$ cat src/rtl/ram_arbiter_pkg.sv
// Shared types and constants for the RAM arbiter.
// Bus widths, control encodings, FSM states and the latched access bundle.
package ram_arbiter_pkg;

    localparam int DATA_W = 32;
    localparam int ADDR_W = 32;

    typedef logic [DATA_W-1:0] data_t;
    typedef logic [ADDR_W-1:0] addr_t;

    localparam data_t ZERO_WORD     = '0;
    localparam logic  CHIP_ENABLE   = 1'b1;
    localparam logic  CHIP_DISABLE  = 1'b0;
    localparam logic  WRITE_ENABLE  = 1'b1;
    localparam logic  WRITE_DISABLE = 1'b0;
    localparam logic  RST_ENABLE    = 1'b1;

    localparam logic [3:0] SEL_ALL = 4'b1111;

    typedef enum logic {
        ST_IDLE = 1'b0,
        ST_ACC  = 1'b1
    } state_t;

    typedef enum logic {
        WIN_IF  = 1'b0,
        WIN_MEM = 1'b1
    } win_t;

    typedef struct packed {
        win_t       id;
        logic       we;
        logic [3:0] sel;
        addr_t      addr;
        data_t      wdata;
    } acc_t;

    localparam acc_t ACC_NONE = '{
        id:    WIN_IF,
        we:    WRITE_DISABLE,
        sel:   4'b0000,
        addr:  '0,
        wdata: '0
    };

endpackage

$ cat src/rtl/ram_arbiter_if.sv
// Requester and RAM port bundle for the arbiter.
// master is the arbiter side, slave is the core/RAM side.
interface ram_arbiter_if;
    import ram_arbiter_pkg::*;

    logic       if_req;
    addr_t      if_addr;
    data_t      if_rdata;
    logic       if_done;

    logic       mem_req;
    logic       mem_we;
    addr_t      mem_addr;
    logic [3:0] mem_sel;
    data_t      mem_wdata;
    data_t      mem_rdata;
    logic       mem_done;

    logic       ram_ce;
    logic       ram_we;
    addr_t      ram_addr;
    logic [3:0] ram_sel;
    data_t      ram_wdata;
    data_t      ram_rdata;

    logic       stall_req;

    modport master (
        input  if_req,
        input  if_addr,
        output if_rdata,
        output if_done,
        input  mem_req,
        input  mem_we,
        input  mem_addr,
        input  mem_sel,
        input  mem_wdata,
        output mem_rdata,
        output mem_done,
        output ram_ce,
        output ram_we,
        output ram_addr,
        output ram_sel,
        output ram_wdata,
        input  ram_rdata,
        output stall_req
    );

    modport slave (
        output if_req,
        output if_addr,
        input  if_rdata,
        input  if_done,
        output mem_req,
        output mem_we,
        output mem_addr,
        output mem_sel,
        output mem_wdata,
        input  mem_rdata,
        input  mem_done,
        input  ram_ce,
        input  ram_we,
        input  ram_addr,
        input  ram_sel,
        input  ram_wdata,
        output ram_rdata,
        input  stall_req
    );

endinterface

$ cat src/rtl/ram_arbiter.sv
// Two-requester arbiter (instruction fetch vs load/store) for one RAM port.
// One access per IDLE->ACC pair; MEM has priority unless IF is starving.
module ram_arbiter
    import ram_arbiter_pkg::*;
#(
    parameter int STARVE_LIMIT = 3
) (
    input  logic          clk,
    input  logic          rst,
    ram_arbiter_if.master bus
);

    localparam int SW = (STARVE_LIMIT > 0) ? $clog2(STARVE_LIMIT + 1) : 1;
    localparam logic [SW-1:0] LIMIT = SW'(STARVE_LIMIT);

    state_t        state;
    state_t        state_nx;
    logic [SW-1:0] streak;
    logic [SW-1:0] streak_nx;
    acc_t          lat;
    acc_t          lat_nx;

    logic  if_elig;
    logic  mem_elig;
    logic  grant_if;
    logic  grant_mem;
    logic  in_acc;

    logic  if_done;
    logic  mem_done;
    data_t if_rdata;
    data_t mem_rdata;

    assign in_acc = (state == ST_ACC);

    // Eligibility and winner selection; a requester in its done cycle still
    // holds req, so it must sit out that contest.
    always_comb begin
        if_elig   = bus.if_req & ~if_done;
        mem_elig  = bus.mem_req & ~mem_done;
        grant_mem = mem_elig & ~(if_elig & (streak == LIMIT));
        grant_if  = if_elig & ~grant_mem;
    end

    // Next state, streak and latched access; ACC always returns to IDLE.
    always_comb begin
        state_nx  = state;
        streak_nx = streak;
        lat_nx    = lat;
        unique case (state)
            ST_IDLE: begin
                if (grant_mem) begin
                    state_nx = ST_ACC;
                    lat_nx   = '{
                        id:    WIN_MEM,
                        we:    bus.mem_we,
                        sel:   bus.mem_sel,
                        addr:  bus.mem_addr,
                        wdata: bus.mem_wdata
                    };
                    if (if_elig) begin
                        if (streak == LIMIT) begin
                            streak_nx = LIMIT;
                        end else begin
                            streak_nx = streak + 1'b1;
                        end
                    end else begin
                        streak_nx = '0;
                    end
                end else if (grant_if) begin
                    state_nx  = ST_ACC;
                    streak_nx = '0;
                    lat_nx    = '{
                        id:    WIN_IF,
                        we:    WRITE_DISABLE,
                        sel:   SEL_ALL,
                        addr:  bus.if_addr,
                        wdata: ZERO_WORD
                    };
                end
            end
            ST_ACC: begin
                state_nx = ST_IDLE;
            end
            default: begin
                state_nx = ST_IDLE;
            end
        endcase
    end

    // State, streak, done pulses and read-data capture at the end of ACC.
    always_ff @(posedge clk) begin
        if (rst == RST_ENABLE) begin
            state     <= ST_IDLE;
            streak    <= '0;
            lat       <= ACC_NONE;
            if_done   <= 1'b0;
            mem_done  <= 1'b0;
            if_rdata  <= ZERO_WORD;
            mem_rdata <= ZERO_WORD;
        end else begin
            state    <= state_nx;
            streak   <= streak_nx;
            lat      <= lat_nx;
            if_done  <= in_acc && (lat.id == WIN_IF);
            mem_done <= in_acc && (lat.id == WIN_MEM);
            if (in_acc && (lat.we == WRITE_DISABLE)) begin
                if (lat.id == WIN_IF) begin
                    if_rdata <= bus.ram_rdata;
                end else begin
                    mem_rdata <= bus.ram_rdata;
                end
            end
        end
    end

    // RAM port: latched fields during ACC, quiet otherwise; reset kills ce.
    always_comb begin
        bus.ram_ce    = CHIP_DISABLE;
        bus.ram_we    = WRITE_DISABLE;
        bus.ram_addr  = '0;
        bus.ram_sel   = 4'b0000;
        bus.ram_wdata = ZERO_WORD;
        if (in_acc) begin
            bus.ram_ce    = (rst == RST_ENABLE) ? CHIP_DISABLE : CHIP_ENABLE;
            bus.ram_we    = lat.we;
            bus.ram_addr  = lat.addr;
            bus.ram_sel   = lat.sel;
            bus.ram_wdata = lat.wdata;
        end
    end

    assign bus.if_done   = if_done;
    assign bus.mem_done  = mem_done;
    assign bus.if_rdata  = if_rdata;
    assign bus.mem_rdata = mem_rdata;

    assign bus.stall_req = (bus.if_req & ~if_done)
                         | (bus.mem_req & ~mem_done);

endmodule
$ cat src/flat_wrapper.sv
// flat-port wrapper written by rule: the top's interface ports become plain ports
module ram_arbiter_flat import ram_arbiter_pkg::*;
#(
    parameter int STARVE_LIMIT = 3
)
  (clk, rst, bus_if_req, bus_if_addr, bus_if_rdata, bus_if_done, bus_mem_req, bus_mem_we, bus_mem_addr, bus_mem_sel, bus_mem_wdata, bus_mem_rdata, bus_mem_done, bus_ram_ce, bus_ram_we, bus_ram_addr, bus_ram_sel, bus_ram_wdata, bus_ram_rdata, bus_stall_req);
  ram_arbiter_if bus_i ();
  input  logic clk;
  input  logic rst;
  input wire logic [$bits(bus_i.if_req)-1:0] bus_if_req;
  input wire logic [$bits(bus_i.if_addr)-1:0] bus_if_addr;
  output wire logic [$bits(bus_i.if_rdata)-1:0] bus_if_rdata;
  output wire logic [$bits(bus_i.if_done)-1:0] bus_if_done;
  input wire logic [$bits(bus_i.mem_req)-1:0] bus_mem_req;
  input wire logic [$bits(bus_i.mem_we)-1:0] bus_mem_we;
  input wire logic [$bits(bus_i.mem_addr)-1:0] bus_mem_addr;
  input wire logic [$bits(bus_i.mem_sel)-1:0] bus_mem_sel;
  input wire logic [$bits(bus_i.mem_wdata)-1:0] bus_mem_wdata;
  output wire logic [$bits(bus_i.mem_rdata)-1:0] bus_mem_rdata;
  output wire logic [$bits(bus_i.mem_done)-1:0] bus_mem_done;
  output wire logic [$bits(bus_i.ram_ce)-1:0] bus_ram_ce;
  output wire logic [$bits(bus_i.ram_we)-1:0] bus_ram_we;
  output wire logic [$bits(bus_i.ram_addr)-1:0] bus_ram_addr;
  output wire logic [$bits(bus_i.ram_sel)-1:0] bus_ram_sel;
  output wire logic [$bits(bus_i.ram_wdata)-1:0] bus_ram_wdata;
  input wire logic [$bits(bus_i.ram_rdata)-1:0] bus_ram_rdata;
  output wire logic [$bits(bus_i.stall_req)-1:0] bus_stall_req;
  assign bus_i.if_req = bus_if_req;
  assign bus_i.if_addr = bus_if_addr;
  assign bus_if_rdata = bus_i.if_rdata;
  assign bus_if_done = bus_i.if_done;
  assign bus_i.mem_req = bus_mem_req;
  assign bus_i.mem_we = bus_mem_we;
  assign bus_i.mem_addr = bus_mem_addr;
  assign bus_i.mem_sel = bus_mem_sel;
  assign bus_i.mem_wdata = bus_mem_wdata;
  assign bus_mem_rdata = bus_i.mem_rdata;
  assign bus_mem_done = bus_i.mem_done;
  assign bus_ram_ce = bus_i.ram_ce;
  assign bus_ram_we = bus_i.ram_we;
  assign bus_ram_addr = bus_i.ram_addr;
  assign bus_ram_sel = bus_i.ram_sel;
  assign bus_ram_wdata = bus_i.ram_wdata;
  assign bus_i.ram_rdata = bus_ram_rdata;
  assign bus_stall_req = bus_i.stall_req;
  ram_arbiter #(.STARVE_LIMIT(STARVE_LIMIT)) u_core (.clk(clk), .rst(rst), .bus(bus_i));
endmodule
$ cat config.mk
export PLATFORM = sky130hd
export DESIGN_NAME = ram_arbiter_flat
export DESIGN_NICKNAME = d
export VERILOG_FILES = /design/src/rtl/ram_arbiter_pkg.sv /design/src/rtl/ram_arbiter_if.sv /design/src/rtl/ram_arbiter.sv /design/src/flat_wrapper.sv
export SDC_FILE = /design/constraint.sdc
export NUM_CORES = 1
export LEC_CHECK = 0
export ABC_AREA = 1
export BUFFER_PORTS_ARGS = -buffer_cell sky130_fd_sc_hd__buf_2
export CAP_MARGIN = 10
export CORE_MARGIN = 3
export CORE_UTILIZATION = 24
export CTS_CLUSTER_DIAMETER = 40
export DETAILED_ROUTE_END_ITERATION = 7
export GPL_TIMING_DRIVEN = 1
export HOLD_SLACK_MARGIN = 0.1
export PLACE_DENSITY = 0.45
export SLEW_MARGIN = 20
export SYNTH_ARGS = -nofsm -noshare
export SYNTH_HDL_FRONTEND = slang
export SYNTH_SLANG_ARGS = --single-unit
$ cat constraint.sdc
create_clock -name clk -period 1.8 [get_ports clk]
set_input_delay 0.09 -clock clk [delete_from_list [all_inputs] [get_ports clk]]
set_output_delay 0.09 -clock clk [all_outputs]
set_load 0.005 [all_outputs]
==> results of run 1 <==
==> routing by layer <==
layer	track usage, %	vias up
met5	0	-
met4	4.79	0
met3	4.14	26
met2	25.0	212
met1	18.4	3227
li1	-	3730
==> registers in the layout (all words and copies together), names as in the netlist <==
| name | cells |
|---|---|
| u_core.bus.if_rdata | 32 |
| u_core.lat | 70 |
| u_core.streak | 2 |
| u_core.bus.mem_rdata | 32 |
| u_core.in_acc | 1 |
| u_core.bus.mem_done | 1 |
| u_core.bus.if_done | 1 |
==> worst max-delay path, cell delays in order (launching register included) <==
cell,delay [ns]
dfxtp_2,0.47
buf_6,0.31
nand2_1,0.11
inv_1,0.07
buf_2,0.11
==> what timing repair did <==
| item | in CTS | in global routing |
|---|---|---|
| hold endpoints to repair | 135 | 0 |
| gates resized for setup | 0 | 2 |
| endpoints found under the setup margin | 0 | 15 |
| setup buffers | 0 | 0 |
| hold buffers | 134 | 0 |
==> cells in the mapped netlist <==
master,number
inv_2,4
nand3_2,2
a21boi_0,19
nor2_1,175
buf_6,11
nand2_4,1
nand2_1,106
a21boi_1,13
dfxtp_1,139
nand2_2,3
buf_2,11
clkbuf_1,42
inv_4,1
o21ai_0,101
buf_4,6
nor2_4,1
nand4_1,2
nor2_2,32
inv_1,170
nor3_1,2
nand3_1,66
a21oi_1,67
==> stage by stage <==
stage / hold WS (ns) / setup WS [ns]
2_1_floorplan: 0.211 / 0.556
3_3_place_gp: 0.299 / 0.357
3_5_place_dp: 0.304 / 0.365
4_1_cts: 0.103 / 0.0466
5_1_grt: 0.140 / 0.0770
6_report: 0.128 / 0.204
==> power by group through the flow <==
stage          sequential [mW]  combinational, mW  clock, mW
3_3_place_gp              3.48               1.24          0
2_1_floorplan             3.47              0.750          0
3_5_place_dp              3.48               1.25          0
6_report                  3.42               1.46       3.71
4_1_cts                   3.42               1.48       3.87
5_1_grt                   3.44               1.66       3.98
==> cells by family after synthesis <==
logic type | after synthesis | synth area share [%]
buffers and inverters | 245 | 15.8
AO/OA/AOI/OAI | 200 | 16.4
AND/OR/NAND/NOR | 390 | 25.4
flip-flops | 139 | 42.3
==> area by class of cell <==
cell class | count | area (um^2)
multi-input cells | 590 | 2750
clock inverters | 14 | 176
fillers | 2849 | 16300
clock buffers | 18 | 439
inverters | 175 | 661
well taps | 335 | 419
repair buffers | 422 | 2940
diodes | 2 | 5.00
flip-flops and latches | 139 | 2780
==> how the worst max path moves through the flow <==
| stage | from | to | slack [ns] |
|---|---|---|---|
| 2_1_floorplan | u_core.bus.if_done | u_core.lat[43] | 0.56 |
| 3_3_place_gp | u_core.streak[0] | u_core.lat[43] | 0.36 |
| 3_5_place_dp | u_core.bus.if_done | u_core.lat[43] | 0.36 |
| 4_1_cts | u_core.in_acc | bus_ram_addr[31] | 0.05 |
| 5_1_grt | u_core.in_acc | bus_ram_addr[22] | 0.08 |
| 6_report | u_core.in_acc | bus_ram_wdata[27] | 0.20 |
==> impl_metrics.env, run 1 <==
export IMPL_tns_ns=0
export IMPL_setup_violations=0
export IMPL_core_um2=26500
export IMPL_synth_top_cell_area_share_pct=42.3
export IMPL_p_seq_share_pct=39.8
export IMPL_synth_largest_area_cell="dfxtp_1"
export IMPL_r2r_slack_ns=0.30
export IMPL_core_rowCount=59
export IMPL_yosys_warnings=0
export IMPL_final_cells=1695
export IMPL_place_inst=1527
export IMPL_r2r_start="u_core.bus.if_done"
export IMPL_drive_above_1_share_pct=27.0
export IMPL_synthCells=974
export IMPL_maxCapViolCount=0
export IMPL_fin_area_um2=10200
export IMPL_synth_fp_nets=1111
export IMPL_avgSynthCellArea_um2=6.75
export IMPL_initial_utilization_pct=24.8
export IMPL_grt_pass1_vias=7052
export IMPL_crit_fanout=33
export IMPL_wl_per_cell_um=13.0
export IMPL_wl_met1_um=10000
export IMPL_routed_via_density=4.24
export IMPL_clk_pin_slew_ns=0.07
export IMPL_holdPathEnd="u_core.streak[0]"
export IMPL_layout_commonest_cell="buf_2"
export IMPL_worstSetupPathType="flip-flop to output pin"
export IMPL_place_area_um2=8210
export IMPL_p_total_mw=8.59
export IMPL_firstDrtPassIters=4
export IMPL_power_net_switching_mw=2.44
export IMPL_cts_tree="done"
export IMPL_area_growth_pct=54.8
export IMPL_internal_power_mw=6.15
export IMPL_fin_crit_ns=1.60
export IMPL_startpoint_type="flip-flop"
export IMPL_place_gp_congestion=0.750
export IMPL_clockBufferDepth=2
export IMPL_final_util_pct=38.4
export IMPL_synth_cell_types=22
export IMPL_min_period_over_period_pct=88.7
export IMPL_cts_root_buf="clkbuf_16"
export IMPL_grt_max_degree=98
export IMPL_crit_arrival_ns=1.51
export IMPL_finish_net_count=1482
export IMPL_port_buffers=273
export IMPL_synthTopCellsByArea="dfxtp_1 (42%), nor2_1 (10%), inv_1 (9.7%), o21ai_0 (7.7%), nand2_1 (6.1%)"
export IMPL_worst_r2r_cell_count=6
export IMPL_outcome="completed"
export IMPL_first_iter_violations=322
export IMPL_wl_met3_um=1480
export IMPL_p_sw_share_pct=28.4
export IMPL_top_layer_used="met4"
export IMPL_antenna_found_initial=2
export IMPL_ir_drop_v=0.000509
export IMPL_hp_class="input pin to flip-flop"
export IMPL_syn_area_um2=6570
export IMPL_finalHoldViolCount=0
export IMPL_report_final_slew_viol_count=0
export IMPL_hp_start="bus_mem_req"
export IMPL_dieArea_um2=29400
export IMPL_worstReg2RegEnd="u_core.lat[43]"
export IMPL_rsz0062_at_grt="false"
export IMPL_cts_sinks=139
export IMPL_die_h_um=172
export IMPL_powerDensity_nw_per_um2=844
export IMPL_vias=7195
export IMPL_hold_depth=5
export IMPL_cts_htree_levels=4
export IMPL_crit_required_ns=1.71
export IMPL_clock_power_share_pct=43.2
export IMPL_clk_latency_ns=0.42
export IMPL_worstMarginPinSlew_ns=0.444
export IMPL_track_usage_pct=14.8
export IMPL_p_comb_share_pct=17.0
export IMPL_cp_end_kind="output pin"
export IMPL_wl_met2_um=10200
export IMPL_synth_seq_area_share_pct=42.3
export IMPL_clock_skew_ns=0.00947
export IMPL_grt_first_pass_wirelength_um=35200
export IMPL_fmax_mhz=626
export IMPL_hpwl_um=14700
export IMPL_drt_total_wl_um=22100
export IMPL_die_w_um=172
export IMPL_grt_overflow_total=0
export IMPL_maxSlewHeadroom_pct=70.4
export IMPL_layout_common_cells="buf_2 (273), nor2_1 (175), inv_1 (169)"
export IMPL_io_pins=274
export IMPL_cellLeakagePower_nw=5.19
export IMPL_remaining_drc_errors=0
export IMPL_drtAntennaViolNets=0
export IMPL_synth_seq_cells=139
export IMPL_numCtsBuffers=17
Power figures use the tool's default switching activity.
==> run 2: changes to the inputs <==
ABC_AREA = 0   (was 1)
PLACE_DENSITY = 0.46   (was 0.45)
==> run 2 against run 1 <==
  * Synthesized cell count down 25%
  * Non-clock buffer count down 1
  * Global-route usage up 0.94 points
  * Core utilization up 1.5 points
  * Design area down 7.6%
  * Critical endpoint is now bus_ram_addr[4]
  * Critical path depth down 1
  * Sequential share of layout area up 2.3 points
  * Die area down 12%
  * Highest routed layer unchanged
  * Via count down 13%
  * Sequential power down 1%
==> impl_metrics.env, run 2 <==
export IMPL_synth_xor_area_share_pct=0
export IMPL_first_iter_violations=278
export IMPL_clock_skew_ns=0.00950
export IMPL_remaining_drc_errors=0
export IMPL_synth_edf_count=0
export IMPL_crit_arrival_ns=1.58
export IMPL_dieArea_um2=25900
export IMPL_synthTopCellsByArea="dfxtp_1 (48%), nand2_1 (13%), a21oi_1 (11%), and2_1 (7.6%), a211oi_1 (2.9%)"
export IMPL_startpoint_type="flip-flop"
export IMPL_synth_cell_types=28
export IMPL_top_regs="u_core.lat: 70 flops, u_core.bus.if_rdata: 32 flops, u_core.bus.mem_rdata: 32 flops"
export IMPL_place_area_um2=7450
export IMPL_clk_pin_slew_ns=0.06
export IMPL_drtAntennaViolNets=0
export IMPL_core_rowCount=56
export IMPL_place_inst=1272
export IMPL_top_register="u_core.lat"
export IMPL_synth_top_cell_area_share_pct=48.4
export IMPL_finalHoldViolCount=0
export IMPL_fin_ws_ns=0.134
export IMPL_layout_common_cells="buf_2 (272), nand2_1 (196), dfxtp_1 (138)"
export IMPL_crit_fanout=66
export IMPL_io_pins=274
export IMPL_cts_htree_levels=4
export IMPL_syn_area_um2=5750
export IMPL_antenna_found_initial=1
export IMPL_initial_utilization_pct=24.4
export IMPL_cts_sinks=139
export IMPL_fin_crit_ns=1.67
export IMPL_synth_main_ff_cell="dfxtp_1"
export IMPL_avgSynthCellArea_um2=7.90
export IMPL_min_period_over_period_pct=92.5
export IMPL_worstReg2RegEnd="u_core.lat[60]"
export IMPL_worst_r2r_cell_count=5
export IMPL_hp_class="input pin to flip-flop"
export IMPL_ir_drop_v=0.000510
export IMPL_synth_mux_area_share_pct=0.174
export IMPL_met3_usage_pct=5.88
export IMPL_hpwl_um=13000
export IMPL_busiest_layer="met2"
export IMPL_n_fill_cell=2457
export IMPL_clockBufferDepth=2
export IMPL_vias=6283
export IMPL_synth_seq_area_share_pct=48.4
export IMPL_fmax_mhz=600
export IMPL_worst_hold_slack_ns=0.144
export IMPL_synth_most_common_cell="nand2_1"
export IMPL_track_usage_pct=15.8
export IMPL_outcome="completed"
export IMPL_r2r_start="u_core.bus.mem_done"
export IMPL_die_h_um=161
export IMPL_powerDensity_nw_per_um2=881
export IMPL_r2r_slack_ns=0.30
export IMPL_wl_per_cell_um=14.5
export IMPL_core_um2=23500
export IMPL_synth_seq_cells=139
export IMPL_crit_required_ns=1.71
export IMPL_layout_commonest_cell="buf_2"
export IMPL_postCtsSetupBuffers=0
export IMPL_numCtsBuffers=17
export IMPL_synth_fp_nets=865
export IMPL_drt_total_wl_um=20800
export IMPL_setup_violations=0
export IMPL_maxCapViolCount=0
export IMPL_synth_compound_area_share_pct=17.5
export IMPL_synth_top_family_by_area="simple AND/OR/NAND/NOR gates"
export IMPL_final_cells=1439
export IMPL_drive_above_1_share_pct=31.0
export IMPL_finish_net_count=1243
export IMPL_cp_end_kind="output pin"
export IMPL_routed_via_density=4.37
export IMPL_synthSimpleGateAreaFrac_pct=28.6
export IMPL_fin_area_um2=9400
export IMPL_cts_tree="done"
export IMPL_cellLeakagePower_nw=4.19
export IMPL_tns_ns=0
export IMPL_area_growth_pct=63.4
export IMPL_worstMarginPinSlew_ns=0.385
export IMPL_port_buffers=273
export IMPL_grt_overflow_total=0
export IMPL_yosys_top_cells_count="nand2_1 (196), dfxtp_1 (139), a21oi_1 (121)"
export IMPL_report_final_slew_viol_count=0
export IMPL_grt_max_degree=67
export IMPL_cts_root_buf="clkbuf_16"
export IMPL_maxSlewHeadroom_pct=74.3
export IMPL_place_gp_congestion=0.740
export IMPL_grt_first_pass_wirelength_um=33300
export IMPL_largest_reg_flops=70
export IMPL_yosys_warnings=0
export IMPL_worstSetupPathType="flip-flop to output pin"
export IMPL_synth_largest_area_cell="dfxtp_1"
export IMPL_rsz0062_at_grt="false"
export IMPL_grt_pass1_vias=6341
export IMPL_use_met1_pct=19.3
export IMPL_dp_slack_ns=0.308
export IMPL_use_met2_pct=25.7
export IMPL_critical_path_startpoint="u_core.in_acc"
export IMPL_firstDrtPassIters=4
export IMPL_synthAdderAreaFrac_pct=0
export IMPL_clk_latency_ns=0.41
export IMPL_critPathCapture="bus_ram_addr[4]"
export IMPL_die_w_um=161
export IMPL_async_flop_share_pct=0
export IMPL_synthCells=728
run 2: cell type report:
class	count	area (um^2)	share of cell area, %
repair buffers	421	2940	31.2
flip-flops and latches	139	2780	29.6
multi-input cells	527	2680	28.5
clock buffers	20	467	4.96
well taps	319	399	4.25
clock inverters	12	135	1.44
diodes	1	2.50	0.0266
run 2: what timing repair did:
item,in CTS,in global routing
resized for setup,1,2
cloned,0,0
endpoints found under the setup margin,66,39
hold buffers,134,0
endpoints found under the hold margin,134,0
run 2: how the worst min path moves through the flow:
| stage | startpoint | end | cells past startpoint |
|---|---|---|---|
| 2_1_floorplan | rst | bus_ram_ce | 1 |
| 3_3_place_gp | bus_if_addr[31] | u_core.lat[63] | 3 |
| 3_5_place_dp | bus_if_addr[27] | u_core.lat[59] | 3 |
| 4_1_cts | bus_mem_req | u_core.streak[1] | 5 |
| 5_1_grt | bus_mem_req | u_core.streak[1] | 5 |
| 6_report | bus_mem_req | u_core.streak[1] | 5 |
run 2: worst max-delay path, cell delays in order (launching register included):
cell	delay, ns
dfxtp_2	0.47
buf_8	0.32
and2_1	0.20
buf_2	0.12
run 2: report_power, final:
group	switching (mW)	internal (mW)	total [mW]
clock	1.43	2.17	3.60
sequential	0.0978	3.27	3.37
combinational	0.668	0.647	1.32
total	2.20	6.08	8.28
run 2: through the flow:
stage / util [%] / power, mW
final: 39.9 / 8.28
after global routing: 39.9 / 8.70
after CTS: 39.9 / 8.41
after detailed placement: 31.6 / 4.52
after global placement: 31.6 / 4.52
after floorplan: - / 4.04
run 2: kinds of logic after synthesis:
kind of cell,after synthesis
AND/OR/NAND/NOR,360
AO/OA/AOI/OAI,166
multiplexers,1
flip-flops,139
buffers and inverters,62
run 2: per-layer routing:
| layer | wire [um] | share of wire (%) |
|---|---|---|
| met3 | 1680 | 8.1 |
| met1 | 9200 | 44 |
| met5 | 0 | 0 |
| met2 | 9460 | 45 |
| met4 | 485 | 2.3 |
==> run 3: changes to the inputs <==
CORE_UTILIZATION = 30   (was 24)
PLACE_DENSITY = 0.55   (was 0.46)
==> run 3 against run 2 <==
  * Die area shrank 19%
  * Largest power group is now sequential cells
  * Via count shrank 0.65%
  * Critical endpoint is now bus_ram_wdata[15]
  * Critical path depth is the same
  * Flip-flop and latch count is the same
  * Final cell count shrank 5.4%
  * Core utilization grew 9.4 points
==> impl_metrics.env, run 3 (synthesized netlist as in run 2, its figures left out) <==
export IMPL_clockBufferDepth=2
export IMPL_routed_via_density=4.59
export IMPL_dieArea_um2=20900
export IMPL_remaining_drc_errors=0
export IMPL_final_cells=1361
export IMPL_vias=6242
export IMPL_antenna_cells=0
export IMPL_postCtsSetupBuffers=0
export IMPL_critPathTopFamily="flip-flops"
export IMPL_antenna_found_initial=0
export IMPL_fin_crit_ns=1.64
export IMPL_ir_drop_v=0.000594
export IMPL_worstPathCellList="buf_12, and2_1, buf_2"
export IMPL_cts_root_buf="clkbuf_16"
export IMPL_crit_fanout=61
export IMPL_grt_first_pass_wirelength_um=30800
export IMPL_worstSetupPathType="flip-flop to output pin"
export IMPL_worstMarginPinSlew_ns=0.519
export IMPL_n_fill_cell=1841
export IMPL_die_h_um=144
export IMPL_maxSlewHeadroom_pct=65.4
export IMPL_finish_net_count=1251
export IMPL_multi_input_area_um2=2680
export IMPL_numCtsBuffers=17
export IMPL_grt_max_degree=71
export IMPL_clk_pin_slew_ns=0.06
export IMPL_drt_total_wl_um=19600
export IMPL_path_buf_inv=2
export IMPL_grt_pass1_vias=6162
export IMPL_maxCapViolCount=0
export IMPL_holdPathEnd="u_core.streak[1]"
export IMPL_initial_utilization_pct=30.7
export IMPL_drtAntennaViolNets=0
export IMPL_cellLeakagePower_nw=4.18
export IMPL_port_buffers=273
export IMPL_outcome="completed"
export IMPL_hold_depth=5
export IMPL_max_stage_delay_ns=0.52
export IMPL_cts_htree_levels=4
export IMPL_drive_above_1_share_pct=31.6
export IMPL_hp_class="input pin to flip-flop"
export IMPL_fin_ws_ns=0.157
export IMPL_wl_per_cell_um=14.4
export IMPL_firstDrtPassIters=4
export IMPL_area_growth_pct=60.9
export IMPL_clock_skew_ns=0.00974
export IMPL_io_pins=274
export IMPL_layout_commonest_cell="buf_2"
export IMPL_cts_sinks=139
export IMPL_r2r_start="u_core.bus.mem_done"
export IMPL_startpoint_type="flip-flop"
export IMPL_layout_common_cells="buf_2 (272), nand2_1 (196), dfxtp_1 (138)"
export IMPL_top_regs="u_core.lat: 70 flops, u_core.bus.if_rdata: 32 flops, u_core.bus.mem_rdata: 32 flops"
export IMPL_clk_latency_ns=0.41
export IMPL_r2r_slack_ns=0.31
export IMPL_powerDensity_nw_per_um2=849
export IMPL_crit_required_ns=1.71
export IMPL_grt_overflow_total=0
export IMPL_fmax_mhz=609
export IMPL_core_um2=18800
export IMPL_place_inst=1196
export IMPL_crit_arrival_ns=1.55
export IMPL_worstReg2RegEnd="u_core.lat[46]"
export IMPL_hp_start="bus_if_req"
export IMPL_report_final_slew_viol_count=0
export IMPL_core_rowCount=50
export IMPL_die_w_um=144
export IMPL_rsz0062_at_grt="false"
export IMPL_regArea_um2=2780
export IMPL_tns_ns=0
export IMPL_first_iter_violations=226
export IMPL_cts_tree="done"
export IMPL_dp_slack_ns=0.306
export IMPL_setup_violations=0
export IMPL_slowest_stage="dfxtp_2"
export IMPL_worst_r2r_cell_count=5
export IMPL_min_period_over_period_pct=91.3
export IMPL_top_register="u_core.lat"
export IMPL_hpwl_um=12600
export IMPL_finalHoldViolCount=0
export IMPL_track_usage_pct=18.4
export IMPL_cp_end_kind="output pin"
export IMPL_largest_reg_flops=70
export IMPL_place_gp_congestion=0.790
[run 3: report_power, final]
group	switching, mW	internal (mW)	total, mW
combinational	0.663	0.658	1.32
sequential	0.0939	3.27	3.36
clock	1.39	1.79	3.18
[run 3: routing by layer]
layer  share of wire, %  up-vias  GRT usage, %
li1                   -     3171             -
met1                 43     2834          22.3
met2                 47      213          31.0
met3                7.5       24          5.99
met4                2.0        0          6.04
met5                  0        -             0
[run 3: layout make-up]
type                            count  share of cell area (%)
Clock inverter                     14                    1.01
Sequential cell                   139                    30.1
Timing Repair Buffer              429                    32.1
Tap cell                          234                    3.16
Multi-Input combinational cell    527                    28.9
Clock buffer                       18                    4.74
[run 3: how the worst max path moves through the flow]
stage | endpoint | depth (start not counted) | slack, ns | startpoint
after floorplan | u_core.lat[47] | 6 | 0.50 | u_core.bus.if_done
after global placement | u_core.lat[39] | 5 | 0.33 | u_core.bus.mem_done
after detailed placement | u_core.lat[9] | 4 | 0.31 | u_core.in_acc
after CTS | bus_ram_addr[13] | 3 | 0.13 | u_core.in_acc
after global routing | bus_ram_wdata[15] | 3 | 0.07 | u_core.in_acc
final | bus_ram_wdata[15] | 3 | 0.16 | u_core.in_acc
[run 3: stage by stage]
step                total power [mW]  cell area [um^2]  hold slack (ns)  util (%)
CTS                             7.96              9260            0.115      49.3
floorplan                       4.04              5750            0.220         -
detailed placement              4.53              7400            0.342      39.4
global placement                4.52              7400            0.343      39.4
global route                    8.27              9260            0.164      49.3
finish                          7.86              9260            0.140      49.3
[run 3: tightest hold or removal path: stages]
cell and delay [ns]:
buf_2 0.12, nand2b_4 0.09, nor3_1 0.06, nand3b_1 0.08, a21oi_1 0.05
[run 3: repair_timing]
action	4_1_cts	5_1_grt
hold buffers	133	0
endpoints found under the hold margin	133	0
resized for setup	0	0
